**src/rtl/csr_access_unit.sv**
```systemverilog
// rtl/csr_access_unit.sv - Zicsr read-modify-write sequencer over a bank of csr instances
// Optional CSR_B2B_EN: accept the next request in the same cycle as the response handshake.
module csr_access_unit #(
    parameter int                Width        = 32,
    parameter int                NumCsr       = 4,
    parameter logic [NumCsr-1:0] ReadOnlyMask = '0,
    localparam int               IdxW         = (NumCsr > 1) ? $clog2(NumCsr) : 1
) (
    input  logic                     clk_i,
    input  logic                     rstn_i,
    input  logic                     req_valid_i,
    output logic                     req_ready_o,
    input  logic [1:0]               req_op_i,
    input  logic [IdxW-1:0]          req_idx_i,
    input  logic [Width-1:0]         req_operand_i,
    input  logic                     req_rs1_zero_i,
    input  logic [NumCsr*Width-1:0]  csr_rd_data_i,
    output logic [NumCsr-1:0]        csr_wr_en_o,
    output logic [Width-1:0]         csr_wr_data_o,
    output logic                     resp_valid_o,
    input  logic                     resp_ready_i,
    output logic [Width-1:0]         resp_rdata_o,
    output logic                     resp_illegal_o
);

    typedef enum logic [1:0] {
        ST_IDLE  = 2'd0,
        ST_READ  = 2'd1,
        ST_WRITE = 2'd2,
        ST_RESP  = 2'd3
    } state_e;

    localparam logic [1:0] OP_RW = 2'b01;
    localparam logic [1:0] OP_RS = 2'b10;
    localparam logic [1:0] OP_RC = 2'b11;

    state_e            state_q, state_d;
    logic [1:0]        op_q;
    logic [IdxW-1:0]   idx_q;
    logic [Width-1:0]  operand_q;
    logic              rs1_zero_q;
    logic [Width-1:0]  old_q;
    logic              illegal_q;
    logic [Width-1:0]  wr_data_q;

    logic              accept;
    logic              in_range;
    logic              ro_sel;
    logic              write_req;
    logic              illegal_c;
    logic              do_write;
    logic [Width-1:0]  old_sel;
    logic [Width-1:0]  wr_data_c;

    // One extra bit so an index equal to NumCsr is still representable in the compare.
    assign in_range  = {1'b0, idx_q} < (IdxW+1)'(NumCsr);
    assign write_req = (op_q == OP_RW) || !rs1_zero_q;
    assign illegal_c = (op_q == 2'b00) || !in_range || (ro_sel && write_req);
    assign do_write  = !illegal_c && write_req;
    assign accept    = req_valid_i && req_ready_o;

    always_comb begin
        old_sel = '0;
        ro_sel  = 1'b0;
        for (int i = 0; i < NumCsr; i++) begin
            if (idx_q == IdxW'(i)) begin
                old_sel = csr_rd_data_i[i*Width +: Width];
                ro_sel  = ReadOnlyMask[i];
            end
        end
    end

    always_comb begin
        wr_data_c = operand_q;
        case (op_q)
            OP_RS:   wr_data_c = old_sel | operand_q;
            OP_RC:   wr_data_c = old_sel & ~operand_q;
            default: wr_data_c = operand_q;
        endcase
    end

    always_comb begin
        req_ready_o = 1'b0;
        state_d     = state_q;
        case (state_q)
            ST_IDLE: begin
                req_ready_o = 1'b1;
                if (req_valid_i) begin
                    state_d = ST_READ;
                end
            end
            ST_READ: begin
                state_d = do_write ? ST_WRITE : ST_RESP;
            end
            ST_WRITE: begin
                state_d = ST_RESP;
            end
            ST_RESP: begin
`ifdef CSR_B2B_EN
                req_ready_o = resp_ready_i;
`endif
                if (resp_ready_i) begin
                    state_d = accept ? ST_READ : ST_IDLE;
                end
            end
            default: state_d = ST_IDLE;
        endcase
    end

    always_ff @(posedge clk_i or negedge rstn_i) begin
        if (!rstn_i) begin
            state_q    <= ST_IDLE;
            op_q       <= '0;
            idx_q      <= '0;
            operand_q  <= '0;
            rs1_zero_q <= 1'b0;
            old_q      <= '0;
            illegal_q  <= 1'b0;
            wr_data_q  <= '0;
        end else begin
            state_q <= state_d;
            if (accept) begin
                op_q       <= req_op_i;
                idx_q      <= req_idx_i;
                operand_q  <= req_operand_i;
                rs1_zero_q <= req_rs1_zero_i;
            end
            if (state_q == ST_READ) begin
                old_q     <= old_sel;
                illegal_q <= illegal_c;
                // Write data keeps its last value when no write follows.
                if (do_write) begin
                    wr_data_q <= wr_data_c;
                end
            end
        end
    end

    // Enable comes straight from the state register so reset removes it without waiting for a clock.
    always_comb begin
        csr_wr_en_o = '0;
        if (state_q == ST_WRITE) begin
            for (int i = 0; i < NumCsr; i++) begin
                if (idx_q == IdxW'(i)) begin
                    csr_wr_en_o[i] = 1'b1;
                end
            end
        end
    end

    assign csr_wr_data_o  = wr_data_q;
    assign resp_valid_o   = (state_q == ST_RESP);
    assign resp_illegal_o = (state_q == ST_RESP) && illegal_q;
    assign resp_rdata_o   = ((state_q == ST_RESP) && !illegal_q) ? old_q : '0;

endmodule

```
**config.mk**
```make
export PLATFORM = sky130hd
export DESIGN_NAME = csr_access_unit
export DESIGN_NICKNAME = d
export VERILOG_FILES = /design/src/rtl/csr_access_unit.sv
export SDC_FILE = /design/constraint.sdc
export NUM_CORES = 1
export LEC_CHECK = 0
export CAP_MARGIN = 30
export CELL_PAD_IN_SITES_DETAIL_PLACEMENT = 0
export CELL_PAD_IN_SITES_GLOBAL_PLACEMENT = 1
export CORE_UTILIZATION = 36
export DETAILED_ROUTE_END_ITERATION = 6
export GPL_ROUTABILITY_DRIVEN = 0
export PLACE_DENSITY_LB_ADDON = 0.12
export REMOVE_ABC_BUFFERS = 1
export SLEW_MARGIN = 25
export SYNTH_ARGS = -nofsm -noshare
export SYNTH_HDL_FRONTEND = slang
export SYNTH_SLANG_ARGS = --single-unit
```
**constraint.sdc**
```tcl
create_clock -name clk_i -period 2.55 [get_ports clk_i]
set_clock_uncertainty 0.05 [all_clocks]
set_input_delay 0.3825 -clock clk_i [delete_from_list [all_inputs] [get_ports clk_i]]
set_output_delay 0.3825 -clock clk_i [all_outputs]
set_load 0.01 [all_outputs]
```
==> qor.yml <==
route:
  drt_iter0_markers: 206
  wire_per_inst_um: 18.9
  via_count: 4634
  drt-vias-per-instance: 5.28
  detail-route-antenna-nets: 0
  drt-pass1-iter-count: 4
  drc: 0
  totalWireLength_um: 16600
worst_hold_path:
  hold_start: "csr_wr_data_o[16]"
  hold_end: "csr_wr_data_o[16]"
  hold_depth: 1
  min_path_type: "reg2reg"
grt:
  grt_pass1_vias: 4768
  grt_util_met3_pct: 6.87
  grt_max_degree: 50
  top_usage_layer: "met2"
  gr-usage-met2_pct: 33.6
  grt_pass1_wl_um: 26000
  gr-total-overflow: 0
  grtUsageMet1_pct: 27.6
  grt_usage_pct: 21.2
  antenna_found_initial: 0
sta:
  setup_viol: 0
  slew_viol_final: 0
  tightest_slew_ns: 0.612
  rsz0062_at_grt: "false"
  slew-limit-headroom_pct: 59.2
  max_freq_mhz: 410
  fin_crit_sh_pct: 95.7
  final-hold-violation-count: 0
  min_period_ns: 2.44
  fin_hold_ws_ns: 0.439
pwr:
  p_sw_mw: 3.70
  comb_power_share_pct: 53.8
  p_int_mw: 6.53
  power_density_nw_per_um2: 1180
  p_leak_nw: 3.41
  vdd_drop_max_uv: 521
  clkPwrFrac_pct: 14.9
  p_seq_share_pct: 31.4
  swShare_pct: 36.2
clock_tree:
  cts_buffer_depth: 2
  cts_tree: "built"
  cts.sinks: 104
  clkTransAtPathRegs_ns: 0.07
  cts-root-buf: "clkbuf_16"
  numCtsBuffers: 9
  cts_max_level: 3
  clkLatencyLatePin_ns: 0.35
die:
  start_util_pct: 36.9
  ios: 240
  die_area_sq_um: 16100
  placementRows: 45
  fp.dieH_um: 127
  core_region_area_sq_um: 15300
  fp.dieW_um: 127
logic_synthesis:
  synthTopCellsByArea: "dfrtp_1 46%, mux4_2 11%, mux2_2 9.0%, mux2_4 6.7%, o2bb2ai_1 5.0%"
  async_flop_share_pct: 100
  avgSynthCellArea_sq_um: 13.0
  synth_ff_type: "dfrtp_1"
  synth_edf_count: 0
  synthCells: 434
  yosysWarningCount: 0
  synth.largest_area_cell: "dfrtp_1"
  synthesis.area_sq_um: 5630
  synth_seq_cells: 104
  yosysSeqAreaShare_pct: 46.2
  synth_top_area_share_pct: 46.2
  ys_types: 28
finish:
  final_util_pct: 56.6
  layout.area.seq_sq_um: 2610
  mostFrequentLayoutCells: "238 x clkdlybuf4s50_1, 101 x dfrtp_1, 45 x mux2_2"
  multi_input_area_sq_um: 2820
  n_antenna_cell: 0
  drive_above_1_share_pct: 21.0
  syn_to_final_growth_pct: 53.3
  layout_commonest_cell: "clkdlybuf4s50_1"
  fill_cells: 1286
  finalNetCount: 836
setup_path:
  cp.buffers_inverters: 2
  crit_arrival_ns: 2.01
  cp.required_ns: 2.12
  path_cells: "ha_1 > nor2b_4 > buf_6 > and2_1 > clkdlybuf4s50_1"
  r2r_start: "idx_q[0]"
  critPathLaunchType: "flop"
  cpMaxStageDelayCell: "clkdlybuf4s50_1"
  slowest_delay_ns: 0.54
  crit_family: "buffers and inverters"
  path_max_fanout: 14
  rrSetupSlack_ns: 0.47
  reg2reg_depth: 3
  criticalPathCategory: "reg2out"
  r2r-end: "old_q[15]"
  setup.worst_path.end_class: "output pin"
placement:
  hpwl_um: 11500
  io_buffer_count: 239
run_status:
  outcome: "complete, no violations"
run:
  cap_violations: 0
-- worst max path at each step --
| stage | slack (ns) | cells after the start | to | from |
|---|---|---|---|---|
| floorplan | -1.48 | 4 | csr_wr_data_o[0] | state_q[1] |
| global placement | 0.43 | 5 | resp_rdata_o[1] | state_q[0] |
| detailed placement | 0.37 | 5 | resp_rdata_o[24] | state_q[0] |
| CTS | -0.0006 | 5 | resp_rdata_o[24] | state_q[1] |
| global route | 0.007 | 5 | resp_rdata_o[0] | state_q[1] |
| finish | 0.11 | 5 | resp_rdata_o[29] | state_q[1] |
-- timing repair --
item                                    CTS  global route
setup buffers                             1             1
endpoints found under the setup margin    6            32
pin swaps                                 0             0
cloned                                    0             0
hold endpoints to repair                 33             0
hold buffers                              1             0
resized for setup                         0             3
-- power by group through the flow --
stage               Combinational, mW  Clock (mW)  Sequential (mW)
finish                           5.50        1.52             3.21
global route                     5.95        1.61             3.32
CTS                              5.53        1.56             3.21
detailed placement               5.48           0             3.23
global placement                 5.38           0             3.21
floorplan                        2.99           0             3.35
-- state kept, by name, indices dropped and copies added (netlist names) --
name,cells
illegal_q,1
operand_q,32
old_q,32
csr_wr_data_o,32
idx_q,2
op_q,2
state_q,2
rs1_zero_q,1
-- Yosys cell counts (2+ instances only) --
library cell	n
buf_2	15
dfrtp_1	104
mux2_4	25
inv_1	4
o2bb2ai_1	32
mux4_1	5
mux4_2	27
a21oi_1	33
ha_1	5
mux2_2	45
buf_6	2
buf_12	2
nand4_1	32
and2_1	33
nand2_1	3
nand3_1	33
nor2b_1	2
buf_1	3
clkbuf_1	20
-- layout make-up --
| class | count | area share, % |
|---|---|---|
| Clock buffer | 13 | 3.02 |
| Clock inverter | 3 | 0.754 |
| Inverter | 4 | 0.174 |
| Multi-Input combinational cell | 284 | 32.7 |
| Sequential cell | 104 | 30.2 |
| Tap cell | 211 | 3.06 |
| Timing Repair Buffer | 259 | 30.1 |
-- stage by stage --
stage / worst slack, ns / power, mW / instances / TNS (ns) / cell area (sq um)
4_1_cts: -0.000642 / 10.3 / 877 / -0.000642 / 8610
3_3_place_gp: 0.428 / 8.60 / 859 / 0 / 8270
5_1_grt: 0.00659 / 10.9 / 878 / 0 / 8630
6_report: 0.110 / 10.2 / 878 / 0 / 8630
2_1_floorplan: -1.48 / 6.34 / 392 / -53.92 / 5410
3_5_place_dp: 0.372 / 8.72 / 859 / 0 / 8270
-- logic make-up (layout without fill, tap and decap cells) --
family / count (synthesis) / after routing / share of synthesized area, %
AO/OA/AOI/OAI: 67 / 67 / 8.20
buffers and inverters: 46 / 279 / 4.24
multiplexers: 103 / 103 / 29.0
adder cells (fa/ha/maj): 5 / 5 / 1.11
AND/OR/NAND/NOR: 109 / 109 / 11.3
flip-flops: 104 / 104 / 46.2
-- layer usage --
layer / wire length [um] / part of all wire (%) / vias to the layer above
met5: 0 / 0 / -
met2: 7870 / 47 / 172
li1: - / - / 2103
met1: 7180 / 43 / 2341
met4: 319 / 1.9 / 0
met3: 1250 / 7.5 / 18
(Power assumes the default switching activity.)
==> RTL edit 1, RTL diff (same flow settings) <==
Encoding of `state_e`: now one-hot (4 bits for 4 states).
--- a/src/rtl/csr_access_unit.sv
+++ b/src/rtl/csr_access_unit.sv
@@ -24,9 +24,9 @@
 );
 
-    typedef enum logic [1:0] {
-        ST_IDLE  = 2'd0,
-        ST_READ  = 2'd1,
-        ST_WRITE = 2'd2,
-        ST_RESP  = 2'd3
+    typedef enum logic [3:0] {
+        ST_IDLE  = 4'b0001,
+        ST_READ  = 4'b0010,
+        ST_WRITE = 4'b0100,
+        ST_RESP  = 4'b1000
     } state_e;
 
Check against the original RTL: no difference found for any inputs over 4 cycles, from zero or initial values and one cycle with rstn_i low; so few cycles prove little.
==> RTL edit 1 against the unedited design <==
Sequential cell count rose by 2; final cell count rose by 5.8%; power fell by 14%; die area fell by 0.88%; global-route usage rose by 1.1 points; cell area fell by 1.1%; synthesized area fell by 0.89%; critical endpoint is now csr_wr_data_o[18]; setup slack got worse by 0.014 ns; wire length rose by 3.5%; largest cell class unchanged.
==> RTL edit 1: results (changes against the unedited design) <==
| Metric | Value |
|---|---|
| Final WL | `17,200 um (+3.5%)` |
| Synth Flop Type | `dfrtp_1` |
| Synth unique cells | `26 (-7.1%)` |
| Slew @ Worst Pin | `0.778 ns (+0.165 ns)` |
| Mux share of post-synthesis cell area | `20.4% (-8.6 points)` |
| Vias in the first global route | `5,098 (+6.9%)` |
| Status | `finished clean` |
| Initial antenna violation count | `0 (unchanged)` |
| Synth Area in Adders | `0% (-1.1 points)` |
| First-pass GRT wire length | `27,400 um (+5.3%)` |
| Dpl hpwl | `11,600 um (+0.75%)` |
| Hold Crit Class | `flip-flop to flip-flop` |
| Largest net degree at the start of global routing | `67 (+34%)` |
| Leakage | `0.00384 uW (+13%)` |
| Maximum vdd drop | `0.502 mV (-3.6%)` |
| Most area-consuming cells after synthesis | `dfrtp_1 47%, mux4_2 13%, o31ai_1 8.6%` |
| Hold path depth | `2 (+1)` |
| Synthesized instance count | `510 (+18%)` |
| Hold wc startpoint | `old_q[25]` |
| Routed wire per std cell | `18.5 um (-2.2%)` |
| Crit Path Max Fanout | `26 (+12)` |
| GRT Util Overall | `22.3% (+1.1 points)` |
| N_diodes | `0 (unchanged)` |
| Fraction of layout cells with a size suffix above 1 | `16.1% (-4.9 points)` |
| Root Driver | `clkbuf_16` |
| Compound-Gate Fraction of Synth Area | `12.0% (+3.8 points)` |
| Register clock-pin slew on the reported worst setup and hold paths | `0.07 ns (about the same)` |
| R2R cell count | `5 (+2)` |
| TritonRoute pass-1 iters | `4 (unchanged)` |
| Htree depth | `3 (unchanged)` |
| YS warnings | `0 (unchanged)` |
| Top post-synthesis cells by count | `105 x dfrtp_1, 101 x nand2_1, 64 x o31ai_1` |
| 1st-iter DRT viols | `162 (-21%)` |
| Part of the Yosys area used for sequential elements | `47.5% (+1.3 points)` |
| NumNets Final | `905 (+8.3%)` |
| CP startpoint | `state_q[1]` |
| Async set or reset register ratio after synthesis | `100% (unchanged)` |
| Fillers | `1,298 (+0.93%)` |
| Via count | `4,938 (+6.6%)` |
| CP arrival | `2.65 ns (+0.64 ns)` |
[RTL edit 1: cell types whose count changed after synthesis, moves of 8 or more]
cell / delta
and3_1: +32
buf_2: -10
clkbuf_1: +18
mux2_2: -8
mux2_4: -25
nand2_1: +98
nand3_1: -32
nand4_1: -32
o2bb2ai_1: -32
o31ai_1: +64
[RTL edit 1: path summary, 6_finish.rpt]
path                       slack (ns)                 to
setup / recovery                  0.1  csr_wr_data_o[18]
hold / removal                   0.42          old_q[25]
setup reg to reg                  0.1  csr_wr_data_o[18]
hold reg to reg                  0.42          old_q[25]
max in group asynchronous        1.26       operand_q[3]
min in group asynchronous        0.51          old_q[10]
[RTL edit 1: cell families (layout without fill, tap and decap cells)]
logic type,after synthesis,after routing
buffers and inverters,51,282
flip-flops,106,106
AO/OA/AOI/OAI,100,100
AND/OR/NAND/NOR,184,184
multiplexers,69,69
[RTL edit 1: metal layers]
metal  GRT usage [%]  up-vias  wire length (um)
met5               0        -                 0
met4            7.87        0               235
met3            4.26       12              1010
met2            39.2      146              8680
met1            27.3     2477              7280
li1                -     2303                 -
[RTL edit 1: worst max-delay path: stages (launching register included)]
cell     delay [ns]
dfrtp_1        0.40
buf_4          0.17
or4b_2         0.64
or3_2          0.51
buf_4          0.27
o31ai_1        0.30
[RTL edit 1: layout make-up]
type	count	area share (%)
tap	188	2.76
clock buffer	16	3.18
multi-input combinational	353	32.4
inverter	2	0.0879
sequential	106	31.1
timing repair buffer	264	30.4
[RTL edit 1: report_power, final]
part	switching [uW]	internal (uW)	total [uW]
registers	577	2550	3120
logic	2140	2220	4360
clock network	611	720	1330
[RTL edit 1: timing repair]
action / CTS / global route
endpoints found under the setup margin: 36 / 5
cloned: 0 / 0
buffers inserted: 1 / 1
resized for setup: 40 / 6
pin swaps: 1 / 0
hold endpoints to repair: 38 / 0
hold buffers: 1 / 0
[RTL edit 1: stage by stage]
| step | cell area, um^2 | utilization [%] | TNS (ns) | setup slack, ns |
|---|---|---|---|---|
| floorplan | 5370 | - | -47.12 | -0.735 |
| global placement | 8210 | 54.2 | 0 | 0.163 |
| detailed placement | 8210 | 54.2 | 0 | 0.112 |
| CTS | 8510 | 56.2 | -0.0788 | -0.0399 |
| global route | 8540 | 56.4 | 0 | 0.00295 |
| finish | 8540 | 56.4 | 0 | 0.0959 |
==> RTL edit 2, RTL diff (same settings) <==
Without the edit above. The parameter `NumCsr` goes from 4 to 8.
--- a/src/rtl/csr_access_unit.sv
+++ b/src/rtl/csr_access_unit.sv
@@ -3,5 +3,5 @@
 module csr_access_unit #(
     parameter int                Width        = 32,
-    parameter int                NumCsr       = 4,
+    parameter int                NumCsr       = 8,
     parameter logic [NumCsr-1:0] ReadOnlyMask = '0,
     localparam int               IdxW         = (NumCsr > 1) ? $clog2(NumCsr) : 1
Interface: changed (resized csr_rd_data_i, csr_wr_en_o and req_idx_i); port bits go from 240 to 373. The function was not compared with the original's and may differ.
==> RTL edit 2 against the unedited design <==
Sequential cell count grew 1; non-clock buffer count grew 154; hold slack gained 0.021 ns; cell area grew 33%; synthesized area grew 25%; wire length grew 57%; via count grew 53%; setup slack lost 0.0047 ns; power grew 21%; utilization grew 4.3 points.
==> RTL edit 2: results (changes against the unedited design) <==
| Metric | Value |
|---|---|
| Maximum vdd drop | `0.629 mV (+21%)` |
| R2R Path Start | `state_q[1]` |
| Hold Path Sink | `csr_wr_data_o[18]` |
| Seq cells | `105 (+0.96%)` |
| Multi-input logic cell count | `561 (+98%)` |
| Mux share of post-synthesis cell area | `20.7% (-8.3 points)` |
| CTS resizes | `1 (+1)` |
| Leakage | `0.00468 uW (+37%)` |
| Async set or reset register ratio after synthesis | `100% (unchanged)` |
| Seq power | `3310 uW (+3%)` |
| Dpl hpwl | `19,800 um (+73%)` |
| Synthesized instance count | `733 (+69%)` |
| Hold path depth | `2 (+1)` |
| Slowest-stage cell, CP | `clkdlybuf4s50_1` |
| Sequential share of cell area | `22.9% (-7.3 points)` |
| GRT met3 Usage | `5.53% (-1.3 points)` |
| Non-filler instance count after layout | `1,360 (+55%)` |
| Slew @ Worst Pin | `0.519 ns (-0.0934 ns)` |
| Most area-consuming cells after synthesis | `dfrtp_1 37%, mux2i_1 13%, a22oi_1 11%` |
| Initial antenna violation count | `1 (+1)` |
| 1st-iter DRT viols | `358 (+74%)` |
| Synth unique cells | `39 (+39%)` |
| GRT Util Overall | `25.6% (+4.4 points)` |
| First-pass GRT wire length | `39,300 um (+51%)` |
| RR Endpoint | `csr_wr_data_o[23]` |
| Part of the Yosys area used for sequential elements | `37.4% (-8.8 points)` |
| Port-buffer cells | `372 (+56%)` |
| Area of the multi-input gates | `4090 um^2 (+45%)` |
| Area after DPL | `11,100 um^2 (+35%)` |
| CP delay by family, top | `buffers and inverters` |
| TritonRoute pass-1 iters | `5 (+1)` |
| Reg2Reg Setup Slack | `0.38 ns (-0.09 ns)` |
| Post-CTS setup buffer count | `0 (-1)` |
| Syn Area/Cell | `9.58 um^2 (-26%)` |
| Sw Ratio | `41.7% (+5.5 points)` |
| N_diodes | `1 (+1)` |
| Met2 routed WL | `13,000 um (+66%)` |
| GRT met1 Usage | `30.9% (+3.3 points)` |
| Nonclk buf count | `413 (+59%)` |
| Power Clock | `1470 uW (-3%)` |
| CLK BUF | `10 (-3)` |
| Routed length on met3 | `1640 um (+31%)` |
| Fraction of layout cells with a size suffix above 1 | `10.6% (-10 points)` |
| Largest net degree at the start of global routing | `44 (-12%)` |
| M2 GR Usage | `45.9% (+12 points)` |
| Status | `finished clean` |
| Compound-Gate Fraction of Synth Area | `22.3% (+14 points)` |
| FF/Latch Area | `2630 um^2 (+0.96%)` |
| Hold wc startpoint | `csr_wr_data_o[18]` |
| Clock-cell share | `2.73% (-1.0 points)` |
| Via count | `7,074 (+53%)` |
| Layout non-clock buf frac | `35.9% (+5.7 points)` |
| Top post-synthesis cells by count | `106 x a22oi_1, 105 x dfrtp_1, 90 x mux2i_1` |
| Pint | `7190 uW (+10%)` |
==> RTL edit 2: cell types whose count changed in the layout (fill, tap and decap cells not counted), sizes merged, moves of 21 or more <==
cell           delta
nand3            -33
clkdlybuf4s50   +133
nand2            +57
buf              +21
o2bb2ai          -32
o21ai            +28
mux4             -28
a22oi           +106
nand2b           +34
nand4            -32
mux2i            +89
mux2             -29
a221oi           +26
nor2             +46
==> RTL edit 2: worst max path at each step <==
| stage | start | to | slack [ns] |
|---|---|---|---|
| after floorplan | idx_q[1] | old_q[22] | -2.63 |
| after global placement | state_q[0] | resp_rdata_o[13] | 0.42 |
| after detailed placement | state_q[0] | resp_rdata_o[29] | 0.37 |
| after CTS | state_q[0] | resp_rdata_o[16] | 0.02 |
| after global routing | state_q[0] | csr_wr_en_o[0] | 0.01 |
| final | state_q[0] | resp_rdata_o[16] | 0.11 |
